$ cat src/rtl/audio_bram_arbiter.sv
// Audio BRAM arbiter: hands one BRAM port to the recorder or to playback, with a grant timeout and turnaround gap.
// Define ARB_ROUND_ROBIN_EN to alternate the winner of simultaneous requests; the default is fixed recorder priority.
module audio_bram_arbiter #(
  parameter logic [31:0] MAX_GRANT   = 32'd100000000,
  parameter logic [3:0]  TURN_CYCLES = 4'd2
) (
  input  logic        clkout_sys,
  input  logic        reset,
  input  logic        rec_req,
  input  logic        rec_we,
  input  logic [15:0] rec_addr,
  input  logic [31:0] rec_wdata,
  input  logic        play_req,
  input  logic [15:0] play_addr,
  input  logic [31:0] bram_rdata,
  output logic        rec_gnt,
  output logic        play_gnt,
  output logic        bram_we,
  output logic [15:0] bram_addr,
  output logic [31:0] bram_wdata,
  output logic [31:0] play_rdata,
  output logic        busy,
  output logic [1:0]  state_dbg
);

  typedef enum logic [1:0] {
    IDLE = 2'b00,
    REC  = 2'b01,
    PLAY = 2'b10,
    TURN = 2'b11
  } state_t;

  state_t      state_q, state_d;
  logic [31:0] grant_cnt;
  logic [3:0]  turn_cnt;
  logic        lock_rec, lock_play;
  logic        set_lock_rec, set_lock_play;
  logic        play_gnt_q;
  logic        rec_elig, play_elig, rec_wins, grant_done;

  assign rec_elig   = rec_req & ~lock_rec;
  assign play_elig  = play_req & ~lock_play;
  assign grant_done = (grant_cnt == MAX_GRANT - 32'd1);

`ifdef ARB_ROUND_ROBIN_EN
  logic last_play;

  // On a tie the recorder wins only if playback owned the BRAM last.
  assign rec_wins = rec_elig & (~play_elig | last_play);

  always_ff @(posedge clkout_sys or posedge reset) begin
    if (reset)                                   last_play <= 1'b1;
    else if (state_q == IDLE && state_d == REC)  last_play <= 1'b0;
    else if (state_q == IDLE && state_d == PLAY) last_play <= 1'b1;
  end
`else
  assign rec_wins = rec_elig;
`endif

  always_comb begin
    state_d       = state_q;
    set_lock_rec  = 1'b0;
    set_lock_play = 1'b0;
    case (state_q)
      IDLE: begin
        if (rec_wins)       state_d = REC;
        else if (play_elig) state_d = PLAY;
      end
      REC: begin
        if (grant_done) begin
          state_d      = TURN;
          set_lock_rec = 1'b1;
        end else if (!rec_req) begin
          state_d = TURN;
        end
      end
      PLAY: begin
        if (grant_done) begin
          state_d       = TURN;
          set_lock_play = 1'b1;
        end else if (!play_req) begin
          state_d = TURN;
        end
      end
      TURN: begin
        if (turn_cnt == TURN_CYCLES - 4'd1) state_d = IDLE;
      end
      default: state_d = IDLE;
    endcase
  end

  always_ff @(posedge clkout_sys or posedge reset) begin
    if (reset) begin
      state_q    <= IDLE;
      grant_cnt  <= 32'd0;
      turn_cnt   <= 4'd0;
      lock_rec   <= 1'b0;
      lock_play  <= 1'b0;
      play_gnt_q <= 1'b0;
      play_rdata <= 32'd0;
    end else begin
      state_q <= state_d;
      // Any state change restarts the grant count, so each grant starts at zero.
      if (state_d != state_q)                     grant_cnt <= 32'd0;
      else if (state_q == REC || state_q == PLAY) grant_cnt <= grant_cnt + 32'd1;
      if (state_q == TURN) turn_cnt <= turn_cnt + 4'd1;
      else                 turn_cnt <= 4'd0;
      // A timeout lock wins over a same-edge release; it clears on the next sampled-low request.
      lock_rec   <= set_lock_rec  | (lock_rec  & rec_req);
      lock_play  <= set_lock_play | (lock_play & play_req);
      play_gnt_q <= play_gnt;
      if (play_gnt_q) play_rdata <= bram_rdata;
    end
  end

  assign rec_gnt   = (state_q == REC);
  assign play_gnt  = (state_q == PLAY);
  assign busy      = (state_q != IDLE);
  assign state_dbg = state_q;

  always_comb begin
    bram_we    = 1'b0;
    bram_addr  = 16'd0;
    bram_wdata = 32'd0;
    if (state_q == REC) begin
      bram_we    = rec_we;
      bram_addr  = rec_addr;
      bram_wdata = rec_wdata;
    end else if (state_q == PLAY) begin
      bram_addr = play_addr;
    end
  end

endmodule
$ cat config.mk
export PLATFORM = sky130hd
export DESIGN_NAME = audio_bram_arbiter
export DESIGN_NICKNAME = d
export VERILOG_FILES = /design/src/rtl/audio_bram_arbiter.sv
export SDC_FILE = /design/constraint.sdc
export NUM_CORES = 1
export LEC_CHECK = 0
export CORE_ASPECT_RATIO = 1.75
export CORE_MARGIN = 2
export CORE_UTILIZATION = 31
export CTS_CLUSTER_DIAMETER = 80
export DETAILED_ROUTE_END_ITERATION = 12
export SETUP_SLACK_MARGIN = 0.4
export SLEW_MARGIN = 20
export SYNTH_ARGS = -nofsm -noshare
export SYNTH_HDL_FRONTEND = slang
export SYNTH_SLANG_ARGS = --single-unit
$ cat constraint.sdc
create_clock -name clkout_sys -period 2.8 [get_ports clkout_sys]
set_input_delay 0.56 -clock clkout_sys [delete_from_list [all_inputs] [get_ports clkout_sys]]
set_output_delay 0.56 -clock clkout_sys [all_outputs]
set_load 0.005 [all_outputs]
==> impl_metrics.json <==
{
  "yosys.area_share.xor_xnor": 0.0765,
  "relSlewSlack": 0.537,
  "vias": 3364,
  "row_count": 53,
  "cpPeakStageDelay_ns": 0.51,
  "required_ns": 2.24,
  "crit_chain": "inv_2, ha_4, buf_12, and2_1, clkdlybuf4s50_1",
  "drv_slew": 0,
  "critical_path_buf_inv_count": 3,
  "final_cell_count_no_fill": 694,
  "yosysUniqueCellTypes": 40,
  "synthesis.area_sq_mm": 0.00378,
  "synth-compound-area-share": 0.0576,
  "grt_pass1_vias": 3584,
  "port_buffers": 186,
  "yosysMostFrequentCell": "dfrtp_1",
  "cap_violations": 0,
  "period_share": 0.859,
  "place_area_sq_mm": 0.00584,
  "nets": 661,
  "dp_hpwl_microns": 8400,
  "post_route_cells_drive_above_1_share": 0.165,
  "hold_viol": 0,
  "end_kind": "primary output",
  "dp.cells": 667,
  "synthArstFlopShare": 1.00,
  "area_growth_pct": 65.5,
  "cts_sinks": 73,
  "cp_data_arrival_time_ns": 1.85,
  "synth_edf_count": 0,
  "drtAntennaViolNets": 0,
  "grt_pass1_wl_microns": 17300,
  "start_kind": "flip-flop",
  "hold_ws_ns": 0.493,
  "fin_skew_ns": 0.00807,
  "ios": 187,
  "dr.pass1.iters": 4,
  "crit_family": "buffers and inverters",
  "path_clk_slew_ns": 0.06,
  "muxShareOfSynthArea": 0.0980,
  "routed_wl_microns": 11000,
  "htree_levels": 3,
  "grt_overflow": 0,
  "yosys.area.top_type": "dfrtp_1",
  "cts_tree": "yes",
  "worstMarginPinSlew_ns": 0.693,
  "synthCells": 350,
  "setup_viol": 0,
  "die_h_microns": 150,
  "track_usage": 0.170,
  "cts_root_buf": "clkbuf_16",
  "synth-adder-area-share": 0.0265,
  "met2_usage": 0.303,
  "vias_per_cell": 4.85,
  "power_density_mw_per_mm2": 879,
  "synth_top_family_by_area": "simple AND/OR/NAND/NOR gates",
  "total_leakage_power_nw": 2.71,
  "busiest_layer": "met2",
  "antenna_cells": 0,
  "synthFlopType": "dfrtp_1",
  "fillCellCount": 1098,
  "min_period_ns": 2.41,
  "peakVddDrop_mv": 0.515,
  "finalSetupTns_ns": 0,
  "dr.first_iter.drc_count": 81,
  "clock_latency_ns": 0.33,
  "yosys-top-cells-count": "dfrtp_1 (73), nor2_1 (41), and2_1 (36)",
  "synth_seq_area_share": 0.483,
  "grt_max_degree": 34,
  "grt_util_met3": 0.0485,
  "finalWeightedCongestion": 0.841,
  "synth_top_area_frac": 0.483,
  "antenna_found_initial": 0,
  "die_area_sq_mm": 0.0131,
  "clock_path_buffers": 2,
  "cts_made_buffers": 9,
  "synthTopCellsByArea": "dfrtp_1 (48%), mux2_2 (9.5%), and2_1 (6.0%)",
  "dieWidth_microns": 87.5,
  "hold_path_class": "flip-flop to flip-flop",
  "drcViolationCount": 0,
  "synth_simple_gate_area_frac": 0.227,
  "status": "finished clean",
  "syn_avg_cell_area_sq_um": 10.8,
  "synth-seq-cells": 73,
  "final_area_sq_mm": 0.00625,
  "yosysWarnings": 0,
  "path_max_fanout": 33,
  "met1_usage": 0.192,
  "coreArea_sq_mm": 0.0119,
  "initial_core_util": 0.317,
  "cpMaxStageDelayCell": "clkdlybuf4s50_1",
  "rsz0062_at_grt": "yes",
  "maxClockFrequency_mhz": 416,
  "criticalPathCategory": "flip-flop to primary output",
  "syn-num-nets": 459,
  "wire_per_inst_microns": 15.9
}
==> path summary, 6_finish.rpt <==
check,slack (ns),start,cells after the start,end
max in group asynchronous,1.49,reset,3,play_rdata[15]
max reg2reg,0.48,turn_cnt[1],9,grant_cnt[30]
max,0.39,state_dbg[1],5,bram_wdata[18]
min in group asynchronous,0.69,reset,2,play_rdata[16]
min,0.49,turn_cnt[0],1,turn_cnt[0]
min reg2reg,0.49,turn_cnt[0],1,turn_cnt[0]
==> metrics by stage <==
stage	power [W]	setup slack, ns	utilization
3_5_place_dp	0.00427	0.428	0.489
6_report	0.00550	0.394	0.524
5_1_grt	0.00585	0.302	0.524
4_1_cts	0.00558	0.322	0.522
3_3_place_gp	0.00424	0.412	0.489
2_1_floorplan	0.00277	0.498	-
==> cells by family after synthesis <==
kind of cell | count (synthesis)
mux | 33
xor+xnor | 33
buf+inv | 25
fa+ha+maj | 8
flops | 73
compound gates | 26
simple gates | 152
==> repair_timing <==
action | 4_1_cts | 5_1_grt
hold buffers | 0 | 0
buffers inserted | 6 | 4
setup endpoints to repair | 50 | 76
gates cloned | 1 | 0
pin swaps | 1 | 2
hold endpoints to repair | 0 | 0
resized for setup | 33 | 20
==> report_power, final <==
group / leakage, nW / internal, W / switching [W]
Sequential: 0.945 / 0.00134 / 0.000145
Combinational: 1.61 / 0.00168 / 0.00113
Clock: 0.154 / 0.000780 / 0.000423
==> sequential cells by signal, summed over array words and instances (netlist names) <==
signal,count
grant_cnt,32
lock_play,1
lock_rec,1
play_gnt_q,1
play_rdata,32
state_dbg,2
turn_cnt,4
==> routing by layer <==
layer | vias up | wire [microns]
li1 | 1613 | -
met1 | 1574 | 4290
met2 | 166 | 5680
met3 | 11 | 895
met4 | 0 | 144
met5 | - | 0
==> area by class of cell <==
type | count | area, sq um | area share
clock buffers | 11 | 233 | 0.0372
multi-input cells | 252 | 1870 | 0.298
clock inverters | 5 | 78.8 | 0.0126
repair buffers | 208 | 2050 | 0.327
well taps | 137 | 171 | 0.0274
flip-flops and latches | 73 | 1830 | 0.292
inverters | 8 | 33.8 | 0.00540
==> placed cells by master (no fill, tap or decap), types with 2 or more instances in the layout <==
master / instances
nor3b_1: 2
nand2_1: 13
dlygate4sd2_1: 10
xnor2_1: 11
xor2_1: 22
and4_1: 4
nor2_1: 41
ha_1: 6
inv_2: 2
buf_6: 3
and3_1: 6
clkbuf_1: 2
clkinv_2: 2
dlymetal6s2s_1: 2
nand4_1: 12
inv_1: 5
mux2_2: 32
bufinv_16: 2
and2_1: 35
dfrtp_1: 73
nor4_1: 4
clkbuf_2: 7
nor2b_1: 5
buf_4: 15
nor3_1: 3
nor4_2: 2
clkdlybuf4s50_1: 167
buf_12: 4
clkbuf_16: 9
a211oi_1: 2
a22o_1: 17
nand3_1: 14
Note: power is estimated with default switching activity, not from simulation.
